[src/rtl/pipe_hazard_ctrl.sv]
// Hazard/stall sequencer for the 5-stage scalar/vector pipeline: load-use bubbles, branch flushes, multi-cycle VALU hold.
// Optional: define STALL_CNT_EN to add the saturating stall_cnt_o cycle counter.
module pipe_hazard_ctrl #(
    parameter int VALU_LAT = 4,
    parameter int CNT_W    = 3
) (
    input  logic        clk_i,
    input  logic        rst_i,
    input  logic [4:0]  id_rs1_i,
    input  logic [4:0]  id_rs2_i,
    input  logic [4:0]  ex_rd_i,
    input  logic        ex_memread_i,
    input  logic        ex_valu_i,
    input  logic        branch_taken_i,
    output logic        pc_write_o,
    output logic        ifid_write_o,
    output logic        ifid_flush_o,
    output logic        idex_write_o,
    output logic        idex_bubble_o,
    output logic        exmem_bubble_o,
    output logic        valu_busy_o,
    output logic        valu_done_o
`ifdef STALL_CNT_EN
    ,
    output logic [31:0] stall_cnt_o
`endif
);

    // state | meaning
    // IDLE  | normal flow; detects branch flush, vector start, load-use
    // VBUSY | vector op held in EX; cnt = stall cycles left before done cycle
    typedef enum logic {
        IDLE,
        VBUSY
    } state_t;

    localparam bit             MULTI     = (VALU_LAT > 1);
    localparam logic [CNT_W-1:0] CNT_START = MULTI ? CNT_W'(VALU_LAT - 2) : '0;

    state_t           state;
    logic [CNT_W-1:0] cnt;
    logic             load_use;
    logic             start_op;

    assign load_use = ex_memread_i && (ex_rd_i != 5'd0) &&
                      ((ex_rd_i == id_rs1_i) || (ex_rd_i == id_rs2_i));
    assign start_op = (state == IDLE) && !branch_taken_i && ex_valu_i && MULTI;

    always_ff @(posedge clk_i or posedge rst_i) begin
        if (rst_i) begin
            state <= IDLE;
            cnt   <= '0;
        end else begin
            case (state)
                IDLE: begin
                    if (start_op) begin
                        state <= VBUSY;
                        cnt   <= CNT_START;
                    end
                end
                VBUSY: begin
                    if (cnt == '0) begin
                        state <= IDLE;
                    end else begin
                        cnt <= cnt - 1'b1;
                    end
                end
                default: begin
                    state <= IDLE;
                    cnt   <= '0;
                end
            endcase
        end
    end

    // Outputs are decoded from state/cnt/inputs and forced low while reset is held.
    always_comb begin
        pc_write_o     = 1'b0;
        ifid_write_o   = 1'b0;
        ifid_flush_o   = 1'b0;
        idex_write_o   = 1'b0;
        idex_bubble_o  = 1'b0;
        exmem_bubble_o = 1'b0;
        valu_busy_o    = 1'b0;
        valu_done_o    = 1'b0;
        if (!rst_i) begin
            pc_write_o   = 1'b1;
            ifid_write_o = 1'b1;
            idex_write_o = 1'b1;
            if (state == VBUSY) begin
                valu_busy_o = 1'b1;
                if (cnt == '0) begin
                    valu_done_o = 1'b1;
                end else begin
                    pc_write_o     = 1'b0;
                    ifid_write_o   = 1'b0;
                    idex_write_o   = 1'b0;
                    exmem_bubble_o = 1'b1;
                end
            end else if (branch_taken_i) begin
                ifid_flush_o  = 1'b1;
                idex_bubble_o = 1'b1;
            end else if (ex_valu_i) begin
                if (MULTI) begin
                    pc_write_o     = 1'b0;
                    ifid_write_o   = 1'b0;
                    idex_write_o   = 1'b0;
                    exmem_bubble_o = 1'b1;
                end else begin
                    valu_done_o = 1'b1;
                end
            end else if (load_use) begin
                pc_write_o    = 1'b0;
                ifid_write_o  = 1'b0;
                idex_bubble_o = 1'b1;
            end
        end
    end

`ifdef STALL_CNT_EN
    always_ff @(posedge clk_i or posedge rst_i) begin
        if (rst_i) begin
            stall_cnt_o <= '0;
        end else if (!pc_write_o && (stall_cnt_o != 32'hFFFF_FFFF)) begin
            stall_cnt_o <= stall_cnt_o + 32'd1;
        end
    end
`endif

endmodule
[config.mk]
export PLATFORM = sky130hd
export DESIGN_NAME = pipe_hazard_ctrl
export DESIGN_NICKNAME = d
export VERILOG_FILES = /design/src/rtl/pipe_hazard_ctrl.sv
export SDC_FILE = /design/constraint.sdc
export NUM_CORES = 1
export LEC_CHECK = 0
export BUFFER_PORTS_ARGS = -buffer_cell sky130_fd_sc_hd__buf_2
export CORE_AREA = 2 2 39 41
export DETAILED_ROUTE_END_ITERATION = 8
export DIE_AREA = 0 0 41 43
export HOLD_SLACK_MARGIN = 0.08
export PLACE_DENSITY = 0.7
export REMOVE_ABC_BUFFERS = 1
export SLEW_MARGIN = 10
export SYNTH_ARGS = -nofsm -noshare
export SYNTH_HDL_FRONTEND = slang
export SYNTH_SLANG_ARGS = --single-unit
[constraint.sdc]
create_clock -name clk_i -period 1.7 [get_ports clk_i]
set_input_delay 0.34 -clock clk_i [delete_from_list [all_inputs] [get_ports clk_i]]
set_output_delay 0.34 -clock clk_i [all_outputs]
set_load 0.02 [all_outputs]
==> impl_metrics.csv <==
group,metric,value,unit
outcome,status,"complete, but fails checks",
outcome,failed_checks,"setup timing",
timing,fmax,538,MHz
worst_setup_path,critPathTopFamily,"flip-flops",
floorplan,io_pins,28,
global_routing,grt_max_degree,8,
detailed_routing,via_per_inst,4.63,
detailed_routing,drtIter0Drc,3,
synth,synth_top_area_share,24.8,%
synth,synth_seq_cells,4,
timing,skew,0.00186,ns
clock_tree,clockBufferDepth,2,
detailed_routing,routedWlPerCell,11.9,um
worst_setup_path,crit_type,"flip-flop to primary output",
synth,synth_top_cell_by_area,"dfrtp_1",
global_routing,globalRoute.totalOverflow,0,
clock_tree,clk_transition_reported_paths,0.04,ns
min_path,hold_path.class,"flip-flop to flip-flop",
detailed_routing,via_count,509,
detailed_routing,ant_nets,0,
power_and_ir_drop,power.leakage,0.393,nW
worst_setup_path,cp_num_buf_inv,2,
synth,yosysSeqAreaShare,24.8,%
timing,worst_slack,-0.158,ns
timing,fin_crit_sh,109,%
synth,synth_cell_type_count,25,
floorplan,core_area,1380,um^2
worst_setup_path,path_cells,"nor3b_1 > a21o_1 > buf_4 > and2_1 > buf_6",
floorplan,initial_utilization,29.1,%
worst_setup_path,cp-start-kind,"flip-flop",
synth,yosys_warnings,0,
power_and_ir_drop,max-vdd-ir-drop,0.453,mV
detailed_routing,route.detailed.drc,0,
synth,ys_top_cells_by_area,"dfrtp_1, xnor2_1, ha_1",
place,io_buffers,27,
place,dp_hpwl,893,um
clock_tree,insertion_delay,0.23,ns
cells_and_area,postLayoutCoreUtil,58.0,%
floorplan,die_x,41,um
timing,whs,0.512,ns
synth,synthCells,47,
place,place_ws,-0.197,ns
clock_tree,htree_levels,1,
clock_tree,cts_tree,"done",
power_and_ir_drop,total_power,1.00,mW
clock_tree,numClockSinks,4,
global_routing,grt_pass1_wl,1960,um
worst_setup_path,worstPathMaxFanout,7,
timing,hold_viol_final,0,
flow_run,maxCapViolCount,0,
worst_setup_path,worstPathArrival,1.52,ns
global_routing,antenna_found_initial,0,
floorplan,fp-row-count,14,
cells_and_area,seqCellArea,100,um^2
timing,post-route-min-period,1.86,ns
timing,slew_headroom,76.4,%
cells_and_area,antenna_cells,0,
synth,synth_area,403,um^2
timing,setup_viol,6,
worst_setup_path,cpMaxStageDelayCell,"dfrtp_1",
timing,final.setup.tns,-0.799,ns
worst_setup_path,crit_required,1.36,ns
power_and_ir_drop,powerDensity,1250,nW/um^2
cells_and_area,area_growth,99.4,%
cells_and_area,finalNetCount,118,
worst_setup_path,slowest_delay,0.44,ns
clock_tree,cts_made_buffers,3,
worst_setup_path,ff2ff_setup_slack,-0.13,ns
detailed_routing,first_pass_iters,2,
timing,worstMarginPinSlew,0.354,ns
clock_tree,root_buffer,"clkbuf_4",
floorplan,die_height,43,um
worst_setup_path,end_kind,"primary output",
global_routing,grt_pass1_vias,494,
timing,rsz0062_at_grt,"true",
synth,avgSynthCellArea,8.57,um^2
timing,drv_slew,0,
cells_and_area,n_fill_cell,123,
floorplan,dieArea,1760,um^2
cells_and_area,final_layout_size_suffix_gt1_share,61.7,%
cells_and_area,multi_input_area,328,um^2
detailed_routing,totalWireLength,1310,um
place,place_congestion,0.749,
global_routing,track_usage,16.5,%
-- synth_stat cells --
cell type  number
nand2b_1        1
ha_1            2
buf_6           1
or4_1           1
nand3b_1        1
inv_1           3
nor4_1          1
nor2_1          2
o21ai_2         1
nor3_1          1
nor4bb_1        1
nand3_1         3
o31ai_1         1
and2_1          1
buf_4           1
dfrtp_1         4
a21boi_1        1
nor3b_1         2
xnor2_1        10
o22ai_1         1
nor2b_1         1
a31oi_1         1
o21ai_0         1
nand2_1         3
a21o_1          2
-- cells by family (layout without fill, tap and decap cells) --
family,after synthesis,count (layout),synth area share [%]
xor gates and xnor gates,10,10,21.7
adders and majority gates,2,2,6.21
and+or+nand+nor,18,18,25.8
DFF,4,4,24.8
buffers and inverters,5,52,7.45
AOI/OAI and AO/OA,8,8,14.0
-- report_power, final --
part	total (mW)	internal (mW)	leakage [nW]	switching [mW]
Sequential	0.184	0.141	0.0467	0.0431
Combinational	0.702	0.400	0.333	0.302
Clock	0.117	0.0789	0.0138	0.0385
Total	1.00	0.620	0.393	0.384
-- through the flow --
step	cell area, um^2	instances
6_report	803	110
5_1_grt	803	110
4_1_cts	764	108
3_5_place_dp	592	95
3_3_place_gp	592	95
2_1_floorplan	384	45
-- metal layers --
layer | up-vias | part of all wire [%] | GRT usage (%)
met4 | 0 | 1.2 | 8.00
li1 | 256 | - | -
met2 | 11 | 59 | 28.1
met3 | 2 | 2.5 | 5.24
met5 | - | 0 | 0
met1 | 240 | 37 | 16.8
-- layout by cell type, fill, tap and decap left out, drive strengths merged --
master,synthesis,final
nor3b,2,2
nor2,2,2
nor3,1,1
or4,1,1
o21ai,2,2
dlygate4sd3,0,1
nor2b,1,1
nand2,3,3
nand3b,1,1
dfrtp,4,4
nor4bb,1,1
xnor2,10,10
nor4,1,1
clkbuf,0,3
nand2b,1,1
and2,1,1
o31ai,1,1
a21o,2,2
inv,3,3
a21boi,1,1
nand3,3,3
o22ai,1,1
ha,2,2
a31oi,1,1
buf,2,45
-- sequential cells by signal (all words and copies together) (netlist names) --
register and cells:
state 1, cnt 3
-- final timing paths --
path | startpoint | to | cells after the start
min in group asynchronous | rst_i | cnt[2]$_DFFE_PP0P_ | 3
max reg2reg | cnt[0]$_DFFE_PP0P_ | cnt[0]$_DFFE_PP0P_ | 13
max | state$_DFF_PP0_ | exmem_bubble_o | 5
max in group asynchronous | rst_i | cnt[1]$_DFFE_PP0P_ | 3
min | cnt[2]$_DFFE_PP0P_ | cnt[2]$_DFFE_PP0P_ | 1
min reg2reg | cnt[2]$_DFFE_PP0P_ | cnt[2]$_DFFE_PP0P_ | 1
-- timing repair --
item | 4_1_cts | 5_1_grt
resized for setup | 20 | 5
setup endpoints to repair | 6 | 7
pin swaps | 6 | 2
setup buffers | 9 | 2
hold endpoints to repair | 4 | 0
cloned | 0 | 0
hold buffers | 1 | 0
-- area by class of cell --
type                       count  share of cell area, %
clock buffer                   3                   2.80
inverter                       3                   1.40
multi-input combinational     38                   40.8
sequential                     4                   12.5
tap                           16                   2.49
timing repair buffer          46                   40.0
(Power assumes the default switching activity.)
